### src/rtl/ad5543_pkg.sv
// Shared types and defaults for the AD5543 serial DAC driver.
package ad5543_pkg;

  localparam int AD5543_DW = 16;

  typedef enum logic [2:0] {
    ST_IDLE = 3'd0,
    ST_LOW  = 3'd1,
    ST_HIGH = 3'd2,
    ST_TAIL = 3'd3,
    ST_GAP  = 3'd4
  } ad5543_state_e;

endpackage

### src/rtl/ad5543_tick_gen.sv
// Phase timer for the AD5543 driver: counts CLK_DIV enabled cycles and pulses
// phase_done on the last one, then restarts from zero.
module ad5543_tick_gen #(
  parameter int CLK_DIV = 4
) (
  input  logic clk,
  input  logic rst,
  input  logic clr,
  input  logic en,
  output logic phase_done
);

  localparam int CW = $clog2(CLK_DIV + 1);
  localparam logic [CW-1:0] CNT_LAST = CW'(CLK_DIV - 1);

  logic [CW-1:0] cnt_r;

  assign phase_done = en && (cnt_r == CNT_LAST);

  // Phase counter, cleared on reset and on frame accept
  always_ff @(posedge clk) begin
    if (rst || clr) begin
      cnt_r <= {CW{1'b0}};
    end else if (en) begin
      if (cnt_r == CNT_LAST) begin
        cnt_r <= {CW{1'b0}};
      end else begin
        cnt_r <= cnt_r + CW'(1'b1);
      end
    end else begin
      cnt_r <= cnt_r;
    end
  end

endmodule

### src/rtl/ad5543_driver.sv
// AD5543 serial DAC driver: one word per valid/ready handshake, shifted out MSB
// first on sdi/sclk under cs_n. Optional AD5543_DRV_SIGNED_EN converts din from
// two's complement to offset binary at accept.
module ad5543_driver
  import ad5543_pkg::*;
#(
  parameter int DW          = AD5543_DW,
  parameter int CLK_DIV     = 4,
  parameter int CS_HIGH_CYC = 2
) (
  input  logic          clk,
  input  logic          rst,
  input  logic [DW-1:0] din,
  input  logic          din_valid,
  output logic          din_ready,
  output logic          sclk,
  output logic          sdi,
  output logic          cs_n,
  output logic          busy
);

  localparam int BW = $clog2(DW + 1);
  localparam int GW = $clog2(CS_HIGH_CYC + 1);
  localparam logic [BW-1:0] BIT_LAST = BW'(DW);
  localparam logic [GW-1:0] GAP_LAST = GW'(CS_HIGH_CYC - 1);

  ad5543_state_e state_r, state_s;
  logic [DW-2:0] shift_r, shift_s;
  logic [BW-1:0] bit_cnt_r, bit_cnt_s;
  logic [GW-1:0] gap_cnt_r, gap_cnt_s;
  logic          sclk_r, sclk_s;
  logic          sdi_r, sdi_s;
  logic          cs_n_r, cs_n_s;
  logic          ready_r, ready_s;
  logic          busy_r, busy_s;
  logic          accept_s;
  logic          tick_en_s;
  logic          phase_done_s;
  logic [DW-1:0] word_s;

  assign din_ready = ready_r;
  assign sclk      = sclk_r;
  assign sdi       = sdi_r;
  assign cs_n      = cs_n_r;
  assign busy      = busy_r;

  assign tick_en_s = (state_r == ST_LOW) || (state_r == ST_HIGH) || (state_r == ST_TAIL);

  ad5543_tick_gen #(
    .CLK_DIV(CLK_DIV)
  ) u_tick_gen (
    .clk       (clk),
    .rst       (rst),
    .clr       (accept_s),
    .en        (tick_en_s),
    .phase_done(phase_done_s)
  );

  // Word formatting applied at accept
  always_comb begin
`ifdef AD5543_DRV_SIGNED_EN
    word_s = {~din[DW-1], din[DW-2:0]};
`else
    word_s = din;
`endif
  end

  // Next-state and next-output logic; the MSB goes to sdi at accept, the rest waits in shift_r
  always_comb begin
    state_s   = state_r;
    shift_s   = shift_r;
    bit_cnt_s = bit_cnt_r;
    gap_cnt_s = gap_cnt_r;
    sclk_s    = sclk_r;
    sdi_s     = sdi_r;
    cs_n_s    = cs_n_r;
    ready_s   = ready_r;
    busy_s    = busy_r;
    accept_s  = 1'b0;
    case (state_r)
      ST_IDLE: begin
        if (din_valid && ready_r) begin
          accept_s  = 1'b1;
          state_s   = ST_LOW;
          shift_s   = word_s[DW-2:0];
          sdi_s     = word_s[DW-1];
          sclk_s    = 1'b0;
          cs_n_s    = 1'b0;
          ready_s   = 1'b0;
          busy_s    = 1'b1;
          bit_cnt_s = {BW{1'b0}};
          gap_cnt_s = {GW{1'b0}};
        end else begin
          ready_s = 1'b1;
          busy_s  = 1'b0;
        end
      end
      ST_LOW: begin
        if (phase_done_s) begin
          state_s   = ST_HIGH;
          sclk_s    = 1'b1;
          bit_cnt_s = bit_cnt_r + BW'(1'b1);
        end else begin
          sclk_s = 1'b0;
        end
      end
      ST_HIGH: begin
        if (phase_done_s) begin
          sclk_s = 1'b0;
          if (bit_cnt_r == BIT_LAST) begin
            state_s = ST_TAIL;
          end else begin
            // sdi only moves together with the falling sclk edge
            state_s = ST_LOW;
            sdi_s   = shift_r[DW-2];
            shift_s = shift_r << 1;
          end
        end else begin
          sclk_s = 1'b1;
        end
      end
      ST_TAIL: begin
        if (phase_done_s) begin
          state_s   = ST_GAP;
          cs_n_s    = 1'b1;
          gap_cnt_s = {GW{1'b0}};
        end else begin
          cs_n_s = 1'b0;
        end
      end
      ST_GAP: begin
        if (gap_cnt_r == GAP_LAST) begin
          state_s = ST_IDLE;
          ready_s = 1'b1;
          busy_s  = 1'b0;
        end else begin
          gap_cnt_s = gap_cnt_r + GW'(1'b1);
        end
      end
      default: begin
        state_s = ST_IDLE;
        sclk_s  = 1'b0;
        sdi_s   = 1'b0;
        cs_n_s  = 1'b1;
        ready_s = 1'b1;
        busy_s  = 1'b0;
      end
    endcase
  end

  // State and registered pin outputs
  always_ff @(posedge clk) begin
    if (rst) begin
      state_r   <= ST_IDLE;
      shift_r   <= {(DW-1){1'b0}};
      bit_cnt_r <= {BW{1'b0}};
      gap_cnt_r <= {GW{1'b0}};
      sclk_r    <= 1'b0;
      sdi_r     <= 1'b0;
      cs_n_r    <= 1'b1;
      ready_r   <= 1'b1;
      busy_r    <= 1'b0;
    end else begin
      state_r   <= state_s;
      shift_r   <= shift_s;
      bit_cnt_r <= bit_cnt_s;
      gap_cnt_r <= gap_cnt_s;
      sclk_r    <= sclk_s;
      sdi_r     <= sdi_s;
      cs_n_r    <= cs_n_s;
      ready_r   <= ready_s;
      busy_r    <= busy_s;
    end
  end

endmodule
### config.mk
export PLATFORM = sky130hd
export DESIGN_NAME = ad5543_driver
export DESIGN_NICKNAME = d
export VERILOG_FILES = /design/src/rtl/ad5543_pkg.sv /design/src/rtl/ad5543_tick_gen.sv /design/src/rtl/ad5543_driver.sv
export SDC_FILE = /design/constraint.sdc
export NUM_CORES = 1
export LEC_CHECK = 0
export BUFFER_PORTS_ARGS = -buffer_cell sky130_fd_sc_hd__buf_2
export CORE_MARGIN = 2
export CORE_UTILIZATION = 61
export DETAILED_ROUTE_END_ITERATION = 10
export GPL_ROUTABILITY_DRIVEN = 0
export PLACE_DENSITY = 0.89
export SYNTH_ARGS = -nofsm -noshare
export SYNTH_HDL_FRONTEND = slang
export SYNTH_SLANG_ARGS = --single-unit
export TNS_END_PERCENT = 50
### constraint.sdc
create_clock -name clk -period 2.7 [get_ports clk]
set_input_delay 0.135 -clock clk [delete_from_list [all_inputs] [get_ports clk]]
set_output_delay 0.135 -clock clk [all_outputs]
set_load 0.01 [all_outputs]
==> results of run 1 <==
-- how the worst max path moves through the flow --
stage	start	slack, ns	end	cells past startpoint
after floorplan	bit_cnt_r[0]	1.01	shift_r[14]	8
after global placement	state_r[1]	0.80	shift_r[2]	5
after detailed placement	state_r[1]	0.68	shift_r[1]	5
after CTS	state_r[1]	0.64	shift_r[1]	5
after global routing	state_r[1]	0.45	shift_r[13]	5
final	state_r[1]	0.63	shift_r[2]	5
-- registers in the layout, summed over array words and instances (netlist names) --
signal and flops:
bit_cnt_r 5, busy 1, cs_n 1, din_ready 1, gap_cnt_r 2, sclk 1
sdi 1, shift_r 15, state_r 3, u_tick_gen.cnt_r 3
-- cell usage in the layout, fill, tap and decap left out, types with 4 or more instances in the layout --
cell type / n
a211oi_1: 5
a211oi_2: 10
a21oi_1: 29
buf_2: 23
buf_4: 5
clkbuf_4: 5
dfxtp_1: 33
ha_1: 4
inv_1: 6
mux2i_1: 16
nand2_1: 13
nand3_1: 5
nor2_1: 13
nor3_1: 4
o21ai_0: 7
-- worst min-delay path, cell delays in order --
cell,delay (ns)
buf_2,0.09
mux2i_1,0.11
a211oi_1,0.08
-- cell type report --
type / count / area [sq um] / area share (%)
sequential: 33 / 660.6 / 34.13
timing repair buffer: 28 / 152.6 / 7.886
tap: 31 / 38.79 / 2.004
multi-input combinational: 142 / 1012 / 52.29
inverter: 6 / 22.52 / 1.164
clock buffer: 8 / 48.80 / 2.521
-- routing by layer --
metal | vias up | routed length [um]
met5 | - | 0
met4 | 0 | 126
met3 | 13 | 193
met2 | 47 | 1850
met1 | 717 | 1569
li1 | 767 | -
-- power by group through the flow --
stage	sequential [mW]	clock [mW]	combinational (mW)
floorplan	0.546	0	0.117
global placement	0.553	0	0.145
detailed placement	0.556	0	0.152
CTS	0.545	0.269	0.153
global route	0.549	0.286	0.168
finish	0.545	0.266	0.152
-- per-stage QoR --
step,power [mW],cells,utilization (%),instance area [sq um],hold WS (ns)
6_report,0.9633,248,70.19,1936,0.1282
5_1_grt,1.003,248,70.19,1936,0.1367
4_1_cts,0.9670,248,70.19,1936,0.1220
3_5_place_dp,0.7083,240,68.42,1887,0.4586
3_3_place_gp,0.6987,240,68.42,1887,0.4470
2_1_floorplan,0.6634,196,-,1778,0.3394
-- logic make-up (layout without fill, tap and decap cells) --
logic type	count (synthesis)	after routing	synth area share (%)
adder cells (fa/ha/maj)	4	4	2.815
AND/OR/NAND/NOR	57	57	19.14
multiplexers	16	16	9.008
AO/OA/AOI/OAI	64	64	25.48
XOR/XNOR	1	1	0.4927
buffers and inverters	21	42	5.911
flip-flops	33	33	37.16
==> results.yml, run 1 <==
global_route:
  grt_overflow_total: 0
  use_met3_pct: 7.143
  grt_pass1_wl_um: 6306
  busiest_layer: "met2"
  grt_max_degree: 31
  grt_util_all_layers_pct: 24.56
  antenna_found_initial: 0
  use_met2_pct: 41.56
  use_met1_pct: 27.04
  grt_pass1_vias: 1533
hold_path:
  min_from: "din[13]"
  min_to: "shift_r[13]"
  hold_path_class: "in2reg"
  holdPathStages: 3
logic_synthesis:
  synth_area_leader_cell: "dfxtp_1"
  ys_types: 47
  synthCells: 196
  postSynthAreaPerCell_sq_um: 9.071
  ys_seq_elements: 33
  synth_edf_count: 0
  synth-async-reset-ratio_pct: 0
  synth.most_common_cell: "dfxtp_1"
  yosys-top-cells-count: "dfxtp_1 (33), a21oi_1 (29), mux2i_1 (16)"
  ys_warn_count: 0
  netlist_area_sq_um: 1778
  synth-seq-area-share_pct: 37.16
  synth_top_area_share_pct: 37.16
  synth_area_leaders: "dfxtp_1 (37%), mux2i_1 (9.0%), a21oi_1 (8.2%)"
  synth_ff_type: "dfxtp_1"
  synth_nets: 219
timing:
  clock_skew_ns: 0.007646
  tns_ns: 0
  finalMaxSlewViolations: 0
  worstMarginPinSlew_ns: 0.7904
  period_share_pct: 76.51
  slew_headroom_pct: 46.56
  fin_crit_ns: 2.066
  setup_viol: 0
  hold_viol_final: 0
  fmaxAchievable_mhz: 484.1
  rsz0062_at_grt: "no"
  post-route-worst-setup-slack_ns: 0.6342
critical_path:
  crit_required_ns: 2.90
  crit_type: "reg2reg"
  reg2reg_depth: 5
  slowest_stage: "dfxtp_1"
  rrSetupSlack_ns: 0.63
  path_cells: "a21oi_1, nor3_2, and2_0, buf_4, a211oi_1"
  crit-reg2reg-launch: "state_r[1]"
  path_max_fanout: 21
  critPathBufInv: 1
  max_stage_delay_ns: 0.81
  critPathTopFamily: "flip-flops"
  start_kind: "flop"
  r2r_end: "shift_r[2]"
  critical_path_arrival_ns: 2.26
  end_kind: "flop"
placement:
  io_buffers: 23
  place_ws_ns: 0.6779
  post-dp-hpwl_um: 2600
cts:
  post_cts_buffers: 0
  path_clk_slew_ns: 0.10
  h-tree-depth: 2
  numCtsBuffers: 5
  root_buffer: "clkbuf_4"
  clk_path_buf_depth: 2
  clock-sinks: 33
  cts_hold_buf: 0
  cts_resized: 0
  cts_tree: "built"
  insertion_delay_ns: 0.34
layout:
  syn2layout_area_growth_pct: 8.867
  drive_gt1_share_pct: 23.50
  fillers: 222
  antenna_cells: 0
  final_nets: 239
floorplanning:
  die_w_um: 57.99
  fp.coreArea_sq_um: 2758
  pin_count: 24
  die_h_um: 57.99
  die-area_sq_um: 3362
  start_util_pct: 64.47
  rows: 19
pwr:
  internal_power_uw: 688.9
  p_per_area_nw_per_um2: 497.7
  p_comb_share_pct: 15.8
  switching_share_pct: 28.48
  pwr-share-clk_pct: 27.6
  p_leak_nw: 0.6861
  p_sw_uw: 274.3
  seqPwrFrac_pct: 56.6
  vdd_drop_max_mv: 0.3905
drt:
  first_iter_violations: 67
  vias: 1544
  wirelength_um: 3740
  ant_nets: 0
  firstDrtPassIters: 5
  wire_per_inst_um: 15.08
  drc_errors: 0
  viasPerCell: 6.226
flow_run:
  drv_cap: 0
run_status:
  status: "completed"
Power figures use the tool's default switching activity.
==> inputs of run 2 (changes only) <==
Settings changed: CORE_UTILIZATION 61 to 51, PLACE_DENSITY 0.89 to 0.8.
Clock period 2.7 ns to 1.7 ns, I/O delays scaled along.
==> run 2 against run 1 <==
  * Sequential share of layout area is 2.9 points lower
  * Final cell count is 11% higher
  * Die area is 18% higher
  * Clock power is 130% higher
  * Non-clock buffer count is 13 higher
  * Critical path depth stayed put
==> results.yml, run 2 (synthesis results as in run 1) <==
cts:
  cts_resized: 0
  clk_path_buf_depth: 2
  h-tree-depth: 2
  clock-sinks: 33
  cts_hold_buf: 0
  numCtsBuffers: 5
  path_clk_slew_ns: 0.10
  post_cts_buffers: 0
  insertion_delay_ns: 0.35
  cts_tree: "built"
  root_buffer: "clkbuf_4"
global_route:
  grt_pass1_wl_um: 6258
  grt_overflow_total: 0
  grt_pass1_vias: 1399
  grt_util_all_layers_pct: 20.29
  antenna_found_initial: 0
  grt_max_degree: 26
drt:
  vias: 1560
  wire_per_inst_um: 13.70
  firstDrtPassIters: 5
  first_iter_violations: 81
  viasPerCell: 5.652
  ant_nets: 0
  drc_errors: 0
  wirelength_um: 3782
critical_path:
  critical_path_arrival_ns: 1.85
  path_cells: "ha_1, nor2b_1, nand4_1, or4b_1, o211ai_1"
  start_kind: "flop"
  crit_required_ns: 1.97
  max_stage_delay_ns: 0.51
  r2r_end: "bit_cnt_r[4]"
  path_max_fanout: 3
  critPathBufInv: 0
  reg2reg_depth: 5
  slowest_stage: "or4b_1"
  critPathTopFamily: "simple AND/OR/NAND/NOR gates"
  end_kind: "flop"
  crit-reg2reg-launch: "u_tick_gen.cnt_r[0]"
  rrSetupSlack_ns: 0.12
  crit_type: "reg2reg"
placement:
  dpl.cell_count: 268
  place_ws_ns: 0.1372
  postPlaceCellArea_sq_um: 2028
  post-dp-hpwl_um: 2675
  io_buffers: 23
layout:
  largest_register_ffs: 15
  largest_registers: "shift_r x15, bit_cnt_r x5"
  regMostFlops: "shift_r"
  final_common_cell: "dfxtp_1"
  final_cell_mix: "dfxtp_1 (33), a21oi_1 (29), buf_2 (23)"
  ff_latch_area_sq_um: 660.6
  syn2layout_area_growth_pct: 18.86
  drive_gt1_share_pct: 28.70
  final_nets: 252
  final_area_sq_um: 2113
  antenna_cells: 0
  multi_input_area_sq_um: 1012
  final_util_pct: 63.33
  finalNonFillerCells: 276
  fillers: 308
floorplanning:
  fp.coreArea_sq_um: 3337
  start_util_pct: 53.28
  rows: 21
  die-area_sq_um: 3975
  die_h_um: 63.05
  pin_count: 24
  die_w_um: 63.05
timing:
  fin_crit_ns: 1.578
  timing.hold.ws_ns: 0.06880
  tns_ns: 0
  period_share_pct: 92.81
  finalMaxSlewViolations: 0
  rsz0062_at_grt: "no"
  hold_viol_final: 0
  fmaxAchievable_mhz: 633.8
  slew_headroom_pct: 67.80
  clock_skew_ns: 0.01782
  worstMarginPinSlew_ns: 0.4708
  post-route-worst-setup-slack_ns: 0.1222
  setup_viol: 0
hold_path:
  hold_path_class: "in2reg"
  holdPathStages: 3
  min_to: "shift_r[1]"
  min_from: "din[1]"
flow_run:
  drv_cap: 0
pwr:
  p_per_area_nw_per_um2: 828.7
  vdd_drop_max_mv: 0.5313
  p_leak_nw: 0.7752
  p_total_mw: 1.751
run_status:
  status: "completed"
-- run 2: layout make-up --
type	count	area share, %
inverter	6	1.066
multi-input combinational	142	47.90
timing repair buffer	41	13.03
tap	46	2.724
clock buffer	7	2.605
clock inverter	1	1.421
sequential	33	31.26
-- run 2: worst max-delay path by stage --
stage | slack [ns] | cells after the start | endpoint | from
5_1_grt | 0.02 | 5 | shift_r[10] | state_r[2]
3_3_place_gp | 0.17 | 6 | sdi | bit_cnt_r[1]
3_5_place_dp | 0.14 | 5 | bit_cnt_r[4] | u_tick_gen.cnt_r[0]
2_1_floorplan | 0.01 | 8 | shift_r[14] | bit_cnt_r[0]
4_1_cts | 0.11 | 5 | bit_cnt_r[4] | state_r[1]
6_report | 0.12 | 5 | bit_cnt_r[4] | u_tick_gen.cnt_r[0]
-- run 2: layer usage --
metal	up-vias	global-route usage (%)	wire length, um
li1	786	-	-
met4	0	10.83	66
met3	5	5.225	147
met2	30	31.25	1725
met1	739	25.90	1843
met5	-	0	0
-- run 2: worst reg2reg max path, delay by kind of cell, from the launching register on --
kind                     cells  cell delay, ns
flip-flops                   1            0.37
AND/OR/NAND/NOR              3            0.84
AO/OA/AOI/OAI                1            0.10
adder cells (fa/ha/maj)      1            0.20
-- run 2: where the power goes --
group | internal, mW | switching [mW]
combinational | 0.125 | 0.146
clock | 0.351 | 0.273
sequential | 0.822 | 0.0341
total | 1.30 | 0.453
